**src/rtl/sram_pkg.sv**
```systemverilog
// Shared constants and types for the SRAM arbiter: bus widths, requester IDs
// and the lock-ownership record.
package sram_pkg;

    localparam int ADDR_W = 16;
    localparam int DATA_W = 32;

    localparam logic REQ_CPU = 1'b0;
    localparam logic REQ_DMA = 1'b1;

    typedef struct packed {
        logic held;
        logic id;
    } lock_t;

    localparam lock_t LOCK_NONE = '{held: 1'b0, id: 1'b0};

endpackage

```
**src/rtl/sram_rr_pick.sv**
```systemverilog
// Two-way round-robin picker: the requester other than `last` wins a tie,
// and a held lock restricts the grant to the lock owner alone.
module sram_rr_pick
    import sram_pkg::lock_t;
    import sram_pkg::REQ_CPU;
    import sram_pkg::REQ_DMA;
(
    input  logic [1:0] req,
    input  logic       last,
    input  lock_t      lock_owner,
    output logic [1:0] gnt
);

    always_comb begin
        // NOTE: gnt is given a value before any branch so no path leaves it unassigned (no latch).
        gnt = 2'b00;
        if (lock_owner.held) begin
            if (lock_owner.id == REQ_DMA) gnt[1] = req[1];
            else                          gnt[0] = req[0];
        end else begin
            case (req)
                2'b01:   gnt = 2'b01;
                2'b10:   gnt = 2'b10;
                2'b11:   gnt = (last == REQ_CPU) ? 2'b10 : 2'b01;
                default: gnt = 2'b00;
            endcase
        end
    end

endmodule

```
**src/rtl/sram_arbiter.sv**
```systemverilog
// Round-robin arbiter and sequencer for the shared single-port SRAM: registers
// the winning command onto the SRAM pins and steers read data back to its owner.
module sram_arbiter
    import sram_pkg::lock_t;
    import sram_pkg::LOCK_NONE;
    import sram_pkg::REQ_CPU;
#(
    parameter int ADDR_W = sram_pkg::ADDR_W,
    parameter int DATA_W = sram_pkg::DATA_W
) (
    input  logic              clk,
    input  logic              reset,

    input  logic              m0_req,
    input  logic              m0_we,
    input  logic              m0_lock,
    input  logic [ADDR_W-1:0] m0_addr,
    input  logic [DATA_W-1:0] m0_wdata,
    output logic              m0_gnt,
    output logic              m0_rvalid,
    output logic [DATA_W-1:0] m0_rdata,

    input  logic              m1_req,
    input  logic              m1_we,
    input  logic              m1_lock,
    input  logic [ADDR_W-1:0] m1_addr,
    input  logic [DATA_W-1:0] m1_wdata,
    output logic              m1_gnt,
    output logic              m1_rvalid,
    output logic [DATA_W-1:0] m1_rdata,

    output logic [ADDR_W-1:0] sram_ADDR,
    output logic [DATA_W-1:0] sram_DI,
    output logic              sram_EN,
    output logic              sram_WE,
    input  logic [DATA_W-1:0] sram_DO
);

    logic [1:0]        req;
    logic [1:0]        gnt;
    logic              gnt_any;
    logic              gnt_id;
    logic              sel_we;
    logic              sel_lock;
    logic [ADDR_W-1:0] sel_addr;
    logic [DATA_W-1:0] sel_wdata;

    logic [ADDR_W-1:0] sram_addr_q, sram_addr_d;
    logic [DATA_W-1:0] sram_di_q,   sram_di_d;
    logic              sram_en_q,   sram_en_d;
    logic              sram_we_q,   sram_we_d;
    logic              last_q,      last_d;
    lock_t             lock_q,      lock_d;
    logic              cmd_owner_q, cmd_owner_d;
    logic              cmd_rd_q,    cmd_rd_d;
    logic              rd_owner_q,  rd_owner_d;
    logic              rd_valid_q,  rd_valid_d;

    assign req = {m1_req, m0_req};

    sram_rr_pick u_pick (
        .req        (req),
        .last       (last_q),
        .lock_owner (lock_q),
        .gnt        (gnt)
    );

    assign gnt_any   = |gnt;
    assign gnt_id    = gnt[1];
    assign sel_we    = gnt_id ? m1_we    : m0_we;
    assign sel_lock  = gnt_id ? m1_lock  : m0_lock;
    assign sel_addr  = gnt_id ? m1_addr  : m0_addr;
    assign sel_wdata = gnt_id ? m1_wdata : m0_wdata;

    always_comb begin
        sram_addr_d = sram_addr_q;
        sram_di_d   = sram_di_q;
        last_d      = last_q;
        lock_d      = lock_q;
        cmd_owner_d = cmd_owner_q;
        sram_en_d   = gnt_any;
        sram_we_d   = gnt_any & sel_we;
        cmd_rd_d    = gnt_any & ~sel_we;
        // Second stage lines up with sram_DO, one cycle after the command hits the pins.
        rd_valid_d  = cmd_rd_q;
        rd_owner_d  = cmd_owner_q;
        if (gnt_any) begin
            sram_addr_d = sel_addr;
            sram_di_d   = sel_wdata;
            last_d      = gnt_id;
            cmd_owner_d = gnt_id;
            lock_d      = sel_lock ? lock_t'{held: 1'b1, id: gnt_id} : LOCK_NONE;
        end
    end

    // NOTE: state registers use non-blocking assignments so every flop samples pre-edge values.
    always_ff @(posedge clk) begin
        if (reset) begin
            sram_addr_q <= '0;
            sram_di_q   <= '0;
            sram_en_q   <= 1'b0;
            sram_we_q   <= 1'b0;
            last_q      <= 1'b1;
            lock_q      <= LOCK_NONE;
            cmd_owner_q <= 1'b0;
            cmd_rd_q    <= 1'b0;
            rd_owner_q  <= 1'b0;
            rd_valid_q  <= 1'b0;
        end else begin
            sram_addr_q <= sram_addr_d;
            sram_di_q   <= sram_di_d;
            sram_en_q   <= sram_en_d;
            sram_we_q   <= sram_we_d;
            last_q      <= last_d;
            lock_q      <= lock_d;
            cmd_owner_q <= cmd_owner_d;
            cmd_rd_q    <= cmd_rd_d;
            rd_owner_q  <= rd_owner_d;
            rd_valid_q  <= rd_valid_d;
        end
    end

    assign m0_gnt    = gnt[0];
    assign m1_gnt    = gnt[1];
    assign sram_ADDR = sram_addr_q;
    assign sram_DI   = sram_di_q;
    assign sram_EN   = sram_en_q;
    assign sram_WE   = sram_we_q;

    assign m0_rvalid = rd_valid_q & (rd_owner_q == REQ_CPU);
    assign m1_rvalid = rd_valid_q & (rd_owner_q != REQ_CPU);
    assign m0_rdata  = m0_rvalid ? sram_DO : '0;
    assign m1_rdata  = m1_rvalid ? sram_DO : '0;

endmodule

```
**config.mk**
```make
export PLATFORM = sky130hd
export DESIGN_NAME = sram_arbiter
export DESIGN_NICKNAME = d
export VERILOG_FILES = /design/src/rtl/sram_pkg.sv /design/src/rtl/sram_rr_pick.sv /design/src/rtl/sram_arbiter.sv
export SDC_FILE = /design/constraint.sdc
export NUM_CORES = 1
export LEC_CHECK = 0
export BUFFER_PORTS_ARGS = -buffer_cell sky130_fd_sc_hd__buf_2
export CAP_MARGIN = 10
export CORE_AREA = 2 2 98 100
export DETAILED_ROUTE_END_ITERATION = 8
export DIE_AREA = 0 0 100 102
export PLACE_DENSITY = 0.73
export SKIP_CTS_REPAIR_TIMING = 1
export SLEW_MARGIN = 15
export SYNTH_ARGS = -nofsm -noshare
export SYNTH_HDL_FRONTEND = slang
export SYNTH_SLANG_ARGS = --single-unit
```
**constraint.sdc**
```tcl
create_clock -name clk -period 1.4 [get_ports clk]
set_input_delay 0.28 -clock clk [delete_from_list [all_inputs] [get_ports clk]]
set_output_delay 0.28 -clock clk [all_outputs]
set_load 0.02 [all_outputs]
```
* Word-level counts from Yosys, hierarchy flattened *
Index checks and enable logic that the tools add are counted.

word-level totals
  register bits = 57
  output and inout port bits = 118
  logic and storage cells = 33

operators by class
  equal/unequal tests = 3
  mux-type cells = 12
  bitwise logic cells = 6
  reductions and logical operators = 1

operators with widths
  kind                                            number
  two-way mux 32 bit                              3
  two-way mux 16 bit                              1
  two-way mux 2 bit                               3
  case mux 2 bit (3 select lines)                 1
  bitwise AND 1 bit                               4
  == test 2 bit (second input constant)           2
  two-way mux 1 bit                               4
  == test 2 x 1 -> 1 bit (second input constant)  1
  inverter 1 bit                                  2
  OR reduction 2 bit                              1

* Longest topological paths before layout *
Gate-level depths: netlist of the first run.

  depth after elaboration = 6
  depth in mapped cells = 6
  gate-level depth less buffers = 5

* Hierarchy *
A second synthesis of the first run with hierarchy kept.

unflattened totals
  cell total of the unflattened synthesis = 327
  area, all modules = 3065.4 um^2

by module, submodules not included
  module        instances  cells an instance  area each (um^2)  sequential area each (um^2)
  sram_arbiter  1          321                3029.2            1141.1
  sram_rr_pick  1          6                  36.3              0.0

* Least setup slack after synthesis of the first run *
No wires, ideal clock.

  kind = reg2out
  start point = register rd_valid_q
  end point = output port m0_rdata[22]
  data arrival time = 1.270 ns
  path slack = -0.150 ns
  stages on the path, launching flop included = 4
  cells stage by stage = dfxtp_1 > nor2b_1 > clkbuf_1 > and2_1

on the way
  word-level cells in the longest chain between the ends = 2

RTL lines
  element                 RTL line             source
  from (decl)             sram_arbiter.sv:57   logic rd_valid_q, rd_valid_d;
  from (signal assigned)  sram_arbiter.sv:119  rd_valid_q <= rd_valid_d;
  bitwise AND 1 bit       sram_arbiter.sv:130  assign m0_rvalid = rd_valid_q & (rd_owner_q == REQ_CPU);
  via m0_rvalid           sram_arbiter.sv:20   output logic m0_rvalid,
  two-way mux 32 bit      sram_arbiter.sv:132  assign m0_rdata = m0_rvalid ? sram_DO : '0;
  to (decl)               sram_arbiter.sv:21   output logic [DATA_W-1:0] m0_rdata,

The timed path passes the listed nets, and every way through them passes these cells.

* Worst setup path after layout of the first run *
  start point = register lock_q[1] (netlist name)
  end point = output port m1_gnt

on the way
  word-level cells in the longest chain between the ends = 1

RTL lines
  element                 RTL line             source
  from (decl)             sram_arbiter.sv:53   lock_t lock_q, lock_d;
  from (signal assigned)  sram_arbiter.sv:115  lock_q <= lock_d;
  two-way mux 2 bit       sram_rr_pick.sv:17   if (lock_owner.held) begin
  to (decl)               sram_arbiter.sv:28   output logic m1_gnt,

Every way passes these cells.

==> impl_metrics.ini, run 1 <==
[detailed_routing]
wl_um = 14730
drtPass1Iterations = 4
ant_nets = 0
vias = 4021
drtIter0Drc = 145
routedWlPerCell_um = 19.08
drc_errors = 0
vias_per_cell = 5.209

[worst_hold_path]
whs_path_depth = 3
hold_end = sram_ADDR[0]
hp-class = in2reg
min-delay-start = m0_addr[0]

[worst_setup_path]
required_ns = 1.12
reg2regPathDepth = 8
r2r_end = sram_DI[29]
reg2reg_from = lock_q[0]
path_max_fanout = 6
worstSetupStartpointType = flop
end_kind = output port
cp.arrival_ns = 1.34
critPathKind = reg2out
r2r_slack_ns = -0.16

[clock_tree]
tritoncts = yes
htree_levels = 3
clk_pin_slew_ns = 0.08
clock_tree.buffer_depth = 2
clock_latency_ns = 0.33
ctsRootBufferMaster = clkbuf_8
clock_sinks = 57
cts_buffers = 9

[global_routing]
grt_usage_pct = 20.94
grt_start_max_net_pins = 39
overflow = 0
grt_pass1_wl_um = 16860
antenna_found_initial = 6
grt_pass1_vias = 3486

[yosys]
ys_seq_elements = 57
synth.area.top_cells = dfxtp_1 39%, a211oi_1 8.7%, a21oi_1 8.3%, and2_1 7.2%, and3_1 6.8%
yosysWarnings = 0
async_reset_ff_share_pct = 0
synth_edf_count = 0
postSynthAreaPerCell_sq_um = 7.816
ys_seq_area_share_pct = 38.73
yosysTopAreaCell = dfxtp_1
synth.cells.most_frequent = 57 x dfxtp_1, 53 x nand2_1, 52 x nor2_1
syn_area_sq_mm = 0.002947
synth_cell_types = 26
synthCells = 377
synth_fp_nets = 513
yosysTopAreaCellShare_pct = 38.73
yosys_most_used_dff = dfxtp_1
synth_most_common_cell = dfxtp_1

[floorplan]
core_area_sq_mm = 0.009109
start_util_pct = 32.35
die_w_um = 100
io_pins = 254
dieHeight_um = 102
rows = 35
dieArea_sq_mm = 0.01020

[place]
place_area_sq_mm = 0.004378
place_hpwl_um = 8722
port_buffers = 253
gp_congestion = 0.9410

[timing]
finalHoldViolCount = 0
worst_slack_ns = -0.2158
holdWs_ns = 0.1916
tightest_slew_ns = 0.5104
fmax_mhz = 618.9
rsz0062_at_grt = true
relSlewSlack_pct = 65.97
fin_worst_skew_ns = 0.01500
drv_slew = 0
fin_crit_sh_pct = 115.4
setup_viol = 113
period_needed_ns = 1.616

[cells_and_area]
fin_area_sq_mm = 0.006050
drive_gt1_share_pct = 67.18
post-route-util_pct = 66.41
fin_nets = 786
syn_to_final_growth_pct = 105.3

[pwr]
p_leak_uw = 0.002925
ir_drop_mv = 0.5927
powerDensity_mw_per_mm2 = 1008

[status]
violations = negative setup slack
status = finished with violations

[job]
drv_cap = 0
[placed cells by master, fill, tap and decap left out, types with 2 or more instances in the layout]
cell type / synthesis / final
nand2_1: 53 / 52
and2_4: 0 / 4
buf_4: 6 / 32
nor2_1: 52 / 10
dfxtp_4: 0 / 3
clkbuf_16: 0 / 9
clkbuf_8: 0 / 12
inv_1: 2 / 2
a311oi_2: 1 / 2
nor2_4: 0 / 30
buf_8: 0 / 6
buf_2: 6 / 187
and2_1: 34 / 30
and3_1: 32 / 16
bufinv_16: 0 / 3
a21oi_1: 49 / 46
nor2b_1: 3 / 2
buf_6: 5 / 53
dfxtp_1: 57 / 53
diode_2: 0 / 6
buf_12: 0 / 10
and3_4: 0 / 16
a211oi_2: 13 / 47
nor2_2: 0 / 12
a21oi_2: 1 / 3
[final cells by class]
type	count	area [sq um]
Fill cell	706	3059
Timing Repair Buffer	297	2288
Multi-Input combinational cell	282	2177
Sequential cell	57	1154
Clock buffer	12	165.2
Tap cell	111	138.9
Clock inverter	4	97.59
Antenna cell	6	15.01
Inverter	3	13.76
[report_power, final]
group          internal [uW]  total, uW  switching [uW]
clock                   1330       2020             689
combinational            955       2110            1150
sequential              1800       1970             163
total                   4090       6100            2010
[registers in the layout (all words and copies together), names as in the netlist]
name and cells:
sram_DI 32, sram_ADDR 16, lock_q 2, cmd_owner_q 1, cmd_rd_q 1, last_q 1
rd_owner_q 1, rd_valid_q 1, sram_EN 1, sram_WE 1
[worst max path at each step]
stage / slack (ns) / start / end / depth (start not counted)
2_1_floorplan: 0.02 / rd_valid_q / m0_rdata[22] / 3
3_3_place_gp: -0.0006 / lock_q[0] / sram_DI[11] / 5
3_5_place_dp: -0.06 / m1_req / sram_ADDR[13] / 7
4_1_cts: -0.29 / lock_q[1] / m1_gnt / 5
5_1_grt: -0.27 / lock_q[1] / m1_gnt / 5
6_report: -0.22 / lock_q[1] / m1_gnt / 5
[stage by stage]
step           std cells  setup slack, ns  power [uW]     TNS, ns
2_1_floorplan        377          0.01553        2811           0
3_3_place_gp         725       -0.0005865        3363  -0.0005865
3_5_place_dp         725         -0.05531        3407     -0.6945
4_1_cts              741          -0.2931        5414      -13.28
5_1_grt              772          -0.2715        6363      -19.68
6_report             772          -0.2158        6096      -13.19
[metal layers]
layer	vias to the layer above	global-route usage, %	wire length, um
met5	-	0	0
met4	0	6.322	393
li1	1855	-	-
met2	212	40.07	7694
met1	1924	22.41	5552
met3	30	5.814	1092
[worst max-delay path, cell delays in order, from the launching register on]
cell and delay (ns):
dfxtp_4 0.37, nand3b_1 0.18, nand3_2 0.14, inv_4 0.07, buf_12 0.13, buf_8 0.12
[logic make-up after synthesis]
logic type	Yosys count	share of synthesized area (%)
AOI/OAI and AO/OA	102	24.46
buffers and inverters	38	7.133
DFF	57	38.73
muxes	2	0.6794
and+or+nand+nor	178	29.00
(Power assumes the default switching activity.)
==> run 2, diff against run 1 <==
Settings changed: CORE_AREA 2 2 98 100 to default, CORE_ASPECT_RATIO from default to 0.6, CORE_MARGIN from default to 2, CORE_UTILIZATION from default to 35, DIE_AREA 0 0 100 102 to default, PLACE_DENSITY 0.73 to 0.8.
==> impl_metrics.ini, run 2 (synthesis results as in run 1) <==
[place]
place_hpwl_um = 8595
pre_cts_slack_ns = -0.09587
port_buffers = 253
gp_congestion = 0.8157
place_area_sq_mm = 0.004409

[global_routing]
grt_pass1_wl_um = 16930
overflow = 0
grt_pass1_vias = 3390
antenna_found_initial = 2
grt_usage_pct = 23.62
grt_start_max_net_pins = 34

[worst_hold_path]
hp-class = in2reg

[clock_tree]
clock_tree.buffer_depth = 2
htree_levels = 3
clk_pin_slew_ns = 0.06
ctsRootBufferMaster = clkbuf_16
clock_latency_ns = 0.32
tritoncts = yes
cts_buffers = 9
clock_sinks = 57

[timing]
relSlewSlack_pct = 66.07
fmax_mhz = 624.0
drv_slew = 0
setup_viol = 93
tightest_slew_ns = 0.5089
rsz0062_at_grt = true
period_needed_ns = 1.603
fin_crit_sh_pct = 114.5
finalHoldViolCount = 0
worst_slack_ns = -0.2025
fin_worst_skew_ns = 0.005789

[status]
violations = negative setup slack
status = finished with violations

[worst_setup_path]
cp_cell_sequence = nor2b_4 > buf_6 > and2_1 > buf_2
critPathKind = reg2out
cp_slowest_cell = dfxtp_2
path_max_fanout = 12
worstSetupStartpointType = flop
cp.arrival_ns = 1.32
required_ns = 1.12
end_kind = output port
slowest_delay_ns = 0.33

[cells_and_area]
post-route-util_pct = 76.63
fin_nets = 786
fillers = 564
final_common_cell = buf_2
drive_gt1_share_pct = 73.74
syn_to_final_growth_pct = 108.2
fin_area_sq_mm = 0.006136
multi_input_area_sq_mm = 0.002376
largest_reg_flops = 32
seq_area_sq_mm = 0.001152
layout_common_cells = 220 x buf_2, 52 x dfxtp_1, 51 x nand2_1

[detailed_routing]
drc_errors = 0
drtPass1Iterations = 5
vias_per_cell = 5.336
ant_nets = 0
routedWlPerCell_um = 18.75
wl_um = 14320
vias = 4077
drtIter0Drc = 172

[floorplan]
dieHeight_um = 75.07
start_util_pct = 36.80
dieArea_sq_mm = 0.009193
die_w_um = 122.5
rows = 25
core_area_sq_mm = 0.008008
io_pins = 254

[pwr]
p_leak_uw = 0.003015
powerDensity_mw_per_mm2 = 1052
ir_drop_mv = 0.7240

[job]
drv_cap = 0
## run 2: critical path: cells and delay by family (launching register included)
kind	cells	cell delay, ns
and+or+nand+nor	2	0.34
DFF	1	0.33
buffers and inverters	2	0.33
## run 2: layer usage
layer	GRT usage, %	share of wire, %
met5	0	0.091
met4	8.429	1.4
met1	28.01	40
met3	8.485	7.5
met2	40.19	51
## run 2: final cells by class
class	count	share of cell area (%)
antenna	1	0.04078
clock buffer	11	3.956
clock inverter	5	0.8972
tap	108	2.202
timing repair buffer	297	35.18
multi-input combinational	282	38.72
inverter	3	0.2243
sequential	57	18.78
## run 2: where the power goes
group          switching (uW)  leakage, uW  internal, uW
logic                    1270      0.00240          1050
clock network             755     0.000142          1420
registers                 151     0.000476          1810
total                    2180      0.00302          4280
## run 2: per-stage QoR
step                hold slack, ns  power [uW]  std cells  TNS [ns]
floorplan                   0.4138        2811        377         0
global placement            0.4234        3378        725  -0.04042
detailed placement          0.4304        3425        725    -2.075
CTS                         0.1914        5597        741    -16.18
global route                0.1940        6706        764    -14.49
finish                      0.1954        6458        764    -8.479
## run 2: worst paths after layout
kind | start | to | slack (ns) | cells after the start
worst min register to register | cmd_rd_q | rd_valid_q | 0.43 | 1
worst max-delay path | rd_valid_q | m0_rdata[19] | -0.20 | 4
worst min-delay path | m0_wdata[9] | sram_DI[9] | 0.20 | 3
worst max register to register | lock_q[0] | sram_DI[19] | -0.05 | 7
==> run 3, diff against run 2 <==
Settings changed: CORE_UTILIZATION 35 to 38, PLACE_DENSITY 0.8 to 0.82, REMOVE_ABC_BUFFERS from default to 1, SKIP_LAST_GASP from default to 1.
Clock period 1.4 ns to 1.64 ns, I/O delays scaled along.
==> impl_metrics.ini, run 3 (synthesis results as in run 1) <==
[floorplan]
die_w_um = 117.7
io_pins = 254
rows = 24
start_util_pct = 39.89
core_area_sq_mm = 0.007387
dieHeight_um = 72.21
dieArea_sq_mm = 0.008498

[worst_setup_path]
cpLargestDelayFamily = buffers and inverters
startpoint = rd_valid_q
r2r_end = sram_DI[10]
worstSetupPathDepth = 4
end_kind = output port
critPathKind = reg2out
slowest_delay_ns = 0.33
required_ns = 1.31
reg2reg_from = lock_q[0]
cp.arrival_ns = 1.35
r2r_slack_ns = 0.07
path_max_fanout = 10
cp_cell_sequence = nor2b_4 > buf_4 > and2_1 > buf_2
worstSetupStartpointType = flop
crit_buf_inv = 2
cp_slowest_cell = dfxtp_2
crit_end = m0_rdata[31]
reg2regPathDepth = 5

[detailed_routing]
vias = 3758
routedWlPerCell_um = 15.21
drtIter0Drc = 241
wl_um = 11200
ant_nets = 0
vias_per_cell = 5.106
drc_errors = 0
drtPass1Iterations = 5

[global_routing]
global_route.peak_usage_layer = met2
overflow = 0
grt_pass1_wl_um = 16730
antenna_found_initial = 0
grt_start_max_net_pins = 51
grt_pass1_vias = 3441
grt_usage_pct = 24.13
grt_use_met1_pct = 29.47
grt_util_met3_pct = 7.469
use_met2_pct = 42.70

[cells_and_area]
fin_nets = 763
fillers = 656
seq_area_sq_mm = 0.001146
syn_to_final_growth_pct = 61.74
diodes = 0
drive_gt1_share_pct = 49.05
largest_reg_flops = 32
layout_common_cells = 241 x buf_2, 53 x nand2_1, 53 x dfxtp_1
multi_input_area_sq_mm = 0.001610
final_common_cell = buf_2

[timing]
fin_crit_sh_pct = 102.3
finalHoldViolCount = 0
setup_tns_ns = -0.3196
setup_viol = 13
drv_slew = 0
fin_worst_skew_ns = 0.007972
rsz0062_at_grt = true
period_needed_ns = 1.677
fmax_mhz = 596.1
relSlewSlack_pct = 62.13
worst_slack_ns = -0.03748
tightest_slew_ns = 0.5681

[worst_hold_path]
hp-class = in2reg
whs_path_depth = 3

[status]
status = finished with violations
violations = negative setup slack

[clock_tree]
clock_latency_ns = 0.31
clock_tree.buffer_depth = 2
htree_levels = 3
clk_pin_slew_ns = 0.05
cts_buffers = 9
clock_sinks = 57
tritoncts = yes
ctsRootBufferMaster = clkbuf_16

[job]
drv_cap = 0

[place]
place_hpwl_um = 8448
port_buffers = 253
pre_cts_slack_ns = -0.01950
gp_congestion = 0.8877

[pwr]
p_leak_uw = 0.002684
ir_drop_mv = 0.5279
powerDensity_mw_per_mm2 = 1019
[run 3: cell types whose count changed in the layout (fill, tap and decap cells not counted), sizes merged]
cell / previous run / this run
buf: 286 / 273
clkbuf: 22 / 12
bufinv: 1 / 2
clkinv: 2 / 1
diode: 1 / 0
[run 3: cell type report]
| cell class | instances | share of cell area, % |
|---|---|---|
| Timing Repair Buffer | 274 | 32.58 |
| Multi-Input combinational cell | 282 | 33.79 |
| Clock inverter | 5 | 1.680 |
| Tap cell | 104 | 2.730 |
| Clock buffer | 11 | 4.883 |
| Inverter | 3 | 0.2888 |
| Sequential cell | 57 | 24.05 |
[run 3: worst min path at each step]
| stage | from | to | slack (ns) |
|---|---|---|---|
| after floorplan | reset | sram_ADDR[0] | 0.39 |
| after global placement | cmd_rd_q | rd_valid_q | 0.43 |
| after detailed placement | cmd_rd_q | rd_valid_q | 0.45 |
| after CTS | m0_wdata[3] | sram_DI[3] | 0.25 |
| after global routing | m0_wdata[3] | sram_DI[3] | 0.25 |
| final | m0_wdata[3] | sram_DI[3] | 0.26 |
[run 3: report_power, final]
group,switching [uW],internal (uW),leakage [uW]
Clock,615,1330,0.000146
Combinational,770,524,0.00206
Sequential,76.8,1540,0.000475
[run 3: through the flow]
step / area (sq um) / hold slack, ns / total power [uW] / utilization (%) / instances
after global routing: 4766 / 0.2518 / 5095 / 64.52 / 736
after detailed placement: 4334 / 0.4489 / 2887 / 58.67 / 715
after floorplan: 2748 / 0.3926 / 2315 / - / 342
final: 4766 / 0.2574 / 4856 / 64.52 / 736
after global placement: 4334 / 0.4264 / 2847 / 58.67 / 715
after CTS: 4647 / 0.2470 / 4851 / 62.91 / 731
[run 3: per-layer routing]
metal  part of all wire [%]  up-vias
li1                       -     1797
met1                     41     1753
met2                     49      196
met3                    8.1       12
met4                    1.4        0
met5                      0        -
[run 3: worst reg2reg max path: stages, from the launching register on]
cell and delay, ns:
dfxtp_2 0.35, mux2i_1 0.35, a21o_1 0.24, buf_12 0.21, a21oi_1 0.07, a211oi_1 0.26
